===== config.mk =====
export PLATFORM = sky130hd
export DESIGN_NAME = serial_subtractor
export DESIGN_NICKNAME = d
export VERILOG_FILES = /design/src/rtl/serial_subtractor_pkg.sv /design/src/rtl/fullAdder.sv /design/src/rtl/serial_subtractor.sv
export SDC_FILE = /design/constraint.sdc
export NUM_CORES = 1
export LEC_CHECK = 0
export CAP_MARGIN = 20
export CORE_UTILIZATION = 35
export CTS_BUF_LIST = sky130_fd_sc_hd__clkbuf_8 sky130_fd_sc_hd__clkbuf_16
export DETAILED_ROUTE_END_ITERATION = 12
export GPL_TIMING_DRIVEN = 0
export PLACE_DENSITY = 0.65
export SETUP_SLACK_MARGIN = 0.02
export SLEW_MARGIN = 5
export SYNTH_ARGS = -nofsm -noshare
export SYNTH_HDL_FRONTEND = slang
export SYNTH_SLANG_ARGS = --single-unit

===== constraint.sdc =====
create_clock -name clk -period 1.6 [get_ports clk]
set_input_delay 0.24 -clock clk [delete_from_list [all_inputs] [get_ports clk]]
set_output_delay 0.24 -clock clk [all_outputs]
set_load 0.01 [all_outputs]

===== src/rtl/serial_subtractor_pkg.sv =====
// Shared definitions for the bit-serial subtractor: controller states and
// the default operand width.
package serial_subtractor_pkg;

  localparam int DEFAULT_WIDTH = 4;

  typedef enum logic [1:0] {
    IDLE  = 2'd0,
    SHIFT = 2'd1,
    DONE  = 2'd2
  } state_t;

endpackage


===== src/rtl/fullAdder.sv =====
// One-bit full adder cell shared across the codebase.
module fullAdder (
  output logic sum,
  output logic carry,
  input  logic a,
  input  logic b,
  input  logic cin
);

  assign sum   = a ^ b ^ cin;
  assign carry = (a & b) | (cin & (a ^ b));

endmodule


===== src/rtl/serial_subtractor.sv =====
// Bit-serial unsigned subtractor: computes op_a - op_b one bit per cycle,
// LSB first, as op_a + ~op_b + 1 through a single full adder.
module serial_subtractor
  import serial_subtractor_pkg::*;
#(
  parameter int WIDTH = DEFAULT_WIDTH
) (
  input  logic             clk,
  input  logic             reset_n,
  input  logic             start,
  input  logic [WIDTH-1:0] op_a,
  input  logic [WIDTH-1:0] op_b,
  output logic             busy,
  output logic             done,
  output logic [WIDTH-1:0] diff,
  output logic             borrow,
  output logic             serial_bit
);

  // One extra bit so the post-increment on the last bit never wraps.
  localparam int CNT_W = $clog2(WIDTH) + 1;

  state_t           state_q;
  state_t           state_d;
  logic [WIDTH-1:0] a_q;
  logic [WIDTH-1:0] b_q;
  logic [WIDTH-1:0] diff_q;
  logic [CNT_W-1:0] cnt_q;
  logic             carry_q;
  logic             borrow_q;
  logic             fa_sum;
  logic             fa_carry;
  logic             last_bit;

  assign last_bit = (cnt_q == CNT_W'(WIDTH - 1));

  fullAdder u_fa (
    .sum   (fa_sum),
    .carry (fa_carry),
    .a     (a_q[0]),
    .b     (~b_q[0]),
    .cin   (carry_q)
  );

  // NOTE: sequential state is updated with non-blocking assignments so every
  // flop samples pre-edge values, independent of process ordering.
  always_ff @(posedge clk or negedge reset_n) begin
    if (!reset_n) begin
      state_q <= IDLE;
    end else begin
      state_q <= state_d;
    end
  end

  // NOTE: the default assignment up front keeps this block free of latches
  // on any path the case statement does not cover.
  always_comb begin
    state_d = state_q;
    unique case (state_q)
      IDLE:    if (start) state_d = SHIFT;
      SHIFT:   if (last_bit) state_d = DONE;
      DONE:    state_d = IDLE;
      default: state_d = IDLE;
    endcase
  end

  always_comb begin
    busy       = (state_q != IDLE);
    done       = (state_q == DONE);
    serial_bit = (state_q == SHIFT) ? fa_sum : 1'b0;
  end

  // Operands shift right so the adder always sees the bit under process at
  // position 0; results land in place at diff[cnt].
  // NOTE: every datapath register, including the result, is reset so the
  // visible outputs are defined immediately after reset_n falls.
  always_ff @(posedge clk or negedge reset_n) begin
    if (!reset_n) begin
      a_q      <= '0;
      b_q      <= '0;
      diff_q   <= '0;
      cnt_q    <= '0;
      carry_q  <= 1'b1;
      borrow_q <= 1'b0;
    end else begin
      unique case (state_q)
        IDLE: begin
          if (start) begin
            a_q     <= op_a;
            b_q     <= op_b;
            carry_q <= 1'b1;
            cnt_q   <= '0;
          end
        end
        SHIFT: begin
          a_q     <= a_q >> 1;
          b_q     <= b_q >> 1;
          carry_q <= fa_carry;
          cnt_q   <= cnt_q + CNT_W'(1);
          for (int i = 0; i < WIDTH; i++) begin
            if (cnt_q == CNT_W'(i)) diff_q[i] <= fa_sum;
          end
          // Final carry-out of a + ~b + 1 is the inverted borrow.
          if (last_bit) borrow_q <= ~fa_carry;
        end
        default: ;
      endcase
    end
  end

  assign diff   = diff_q;
  assign borrow = borrow_q;

endmodule


==> metrics.md <==
| Metric | Value |
|---|---|
| Outcome | finished with violations |
| Failing checks | setup timing |
| Placed cells | 138 |
| First-pass GRT wire length | 3.39 mm |
| Layout cells sized above 1 | 0.228 |
| Hold Path Cell Cnt | 2 |
| Initial Util | 0.370 |
| Pwr Density | 1930 nW/um^2 |
| Min-delay src | carry_q$_DFFE_PN1P_ |
| Synthesized area per cell | 11.6 sq um |
| Dpl ws | -355 ps |
| Most common cell in the netlist | dfrtp_1 |
| Fmax | 0.566 GHz |
| CP Launch Type | flip-flop |
| Post-cts hold buffer count | 0 |
| Worst Max-Slew Pin Slew | 889 ps |
| FP Rows | 19 |
| Sequential share of the synthesized area | 0.464 |
| Tcrit/Tclk final | 1.10 |
| Async set-reset flop share out of synthesis | 1.00 |
| Vias in the first global route | 700 |
| DRT Pass-1 Iters | 4 |
| Clock sink count | 19 |
| Top_reg_cell synth | dfrtp_1 |
| HP Class | flip-flop to flip-flop |
| Critical Path Sink Type | output pin |
| RSZ-0062 raised after global routing | yes |
| DR vias | 735 |
| Synth cell count leaders | 18 x dfrtp_1, 14 x inv_1 |
| CTS tree | built |
| Final wirelength | 1.93 mm |
| HPWL Detailed | 1.37 mm |
| Die X | 56.2 um |
| # H-tree levels | 1 |
| PortBufs | 18 |
| Cells after Synth | 89 |
| Seq cells post-synth | 19 |
| Clk_lat worst skew | 250 ps |
| Max FO, Critical Path | 2 |
| Layout Nets | 132 |
| Worst vdd ir | 1110 uV |
| Ys Warns | 0 |
| Routability cong. | 0.716 |
| Fin worst setup slack | -167 ps |
| Worst R2R Start | carry_q$_DFFE_PN1P_ |
| Initial DRC Count | 27 |
| # Max-Cap Violations | 0 |
| Hold Violations, Final | 0 |
| Core Box Area | 2780 sq um |
| Largest net degree at the start of global routing | 20 |
| Slew Viols, Final | 0 |
| Num CTS Buffers | 3 |
| Clock Skews | 4.16 ps |
| R2R depth | 3 |
| Flop2flop setup slack | 70 ps |
| Post-synth EDFFs | 0 |
| Relative slew slack | 0.406 |
| Leakage | 0.000598 uW |
| Initial antenna violation count | 0 |
| Syn nets | 106 |
| Clock root buffer | clkbuf_8 |
| Drt drc | 0 |
| Ports | 19 |
| Synthesized cell area | 1030 sq um |
| Die height | 56.2 um |
| Gr ovfl total | 0 |
| Clk pin slew, worst setup/hold paths | 80 ps |
| Antenna cells | 0 |
| Critical path class | flip-flop to output pin |
| Synth top area cells | dfrtp_1 44%, ha_1 6.1%, inv_1 5.1%, mux2_2 4.4%, nor4b_1 4.3% |
| Cell Count, Final, Fillers Out | 145 |
| Worst Path Arrival | 1530 ps |
| Cell taking the most area after synthesis | dfrtp_1 |
| GRT Total Usage | 0.140 |
| # setup viols final | 1 |
| CTS max path bufs | 2 |
| Minimum clock period | 1770 ps |
| Post-synth top area share | 0.438 |
| Worst hold slack | 472 ps |
| Area grow syn2layout | 28.5% |
| Routed len/inst | 13.3 um |
| Post-route ant nets | 0 |
| Reg-to-Reg End | diff[1]$_DFFE_PN0P_ |
| Vias per cell | 5.07 |
| DIE AREA | 3160 sq um |
| Critical path required time | 1360 ps |
| Netlist cell types | 31 |
| Hold path endpoint | carry_q$_DFFE_PN1P_ |
[worst max path at each step]
| stage | startpoint | to | slack [ps] |
|---|---|---|---|
| 6_report | carry_q$_DFFE_PN1P_ | serial_bit | -170 |
| 5_1_grt | carry_q$_DFFE_PN1P_ | serial_bit | -210 |
| 4_1_cts | carry_q$_DFFE_PN1P_ | serial_bit | -170 |
| 3_5_place_dp | b_q[0]$_DFFE_PN0P_ | serial_bit | -350 |
| 3_3_place_gp | b_q[0]$_DFFE_PN0P_ | serial_bit | -350 |
| 2_1_floorplan | carry_q$_DFFE_PN1P_ | serial_bit | 200 |
[final cells by class]
type / count / area [sq um]
well taps: 31 / 38.8
plain buffers: 6 / 48.8
fillers: 250 / 1460
inverters: 14 / 52.6
multi-input cells: 50 / 467
flip-flops and latches: 19 / 477
clock inverters: 1 / 5.00
repair buffers: 21 / 191
clock buffers: 3 / 41.3
[worst max-delay path, cell delays in order, from the launching register on]
cell     delay, ps
dfstp_2        540
fa_2           450
and2_1         150
buf_2          130
[cells in the final DEF, fill, tap and decap left out, types with 3 or more instances in the layout]
master,n
buf_4,4
inv_1,14
a211oi_1,5
nor4b_1,5
and4bb_2,3
mux2_2,4
clkdlybuf4s50_1,15
nand2b_1,3
clkbuf_8,3
nor3b_1,5
buf_6,3
nor2b_1,3
dfrtp_1,18
ha_1,5
[routing by layer]
layer  GRT usage  up-vias  part of all wire
met4      0.0523        0            0.0073
met3      0.0302        2             0.047
met5           0        -                 0
li1            -      357                 -
met1       0.208      359              0.49
met2       0.199       17              0.46
[through the flow]
stage / setup TNS, ps / power (uW) / area [sq um] / utilization
2_1_floorplan: 0 / 1700 / 1030 / -
3_3_place_gp: -392 / 2130 / 1250 / 0.448
4_1_cts: -167 / 2530 / 1310 / 0.471
6_report: -167 / 2550 / 1320 / 0.475
3_5_place_dp: -433 / 2160 / 1250 / 0.448
5_1_grt: -214 / 2780 / 1320 / 0.475
[kinds of logic (layout without fill, tap and decap cells)]
group	count (synthesis)	count (layout)	synth area share
buf+inv	20	45	0.0925
flops	19	19	0.464
mux	6	6	0.0681
compound gates	13	13	0.113
simple gates	25	25	0.183
fa+ha+maj	6	6	0.0803
[where the power goes]
part | total, uW | internal [uW] | switching, uW | leakage [uW]
clock | 338 | 173 | 164 | 0.0000255
combinational | 1360 | 750 | 608 | 0.000343
sequential | 854 | 713 | 141 | 0.000230
total | 2550 | 1640 | 913 | 0.000598
[registers in the layout (all words and copies together), names as in the netlist]
name	flops
a_q	4
b_q	4
diff	4
cnt_q	3
state_q	2
borrow	1
carry_q	1
[timing repair]
action,CTS,global route
resized for setup,10,3
setup endpoints to repair,3,3
pin swaps,1,1
buffers inserted,2,1
(Power assumes the default switching activity.)
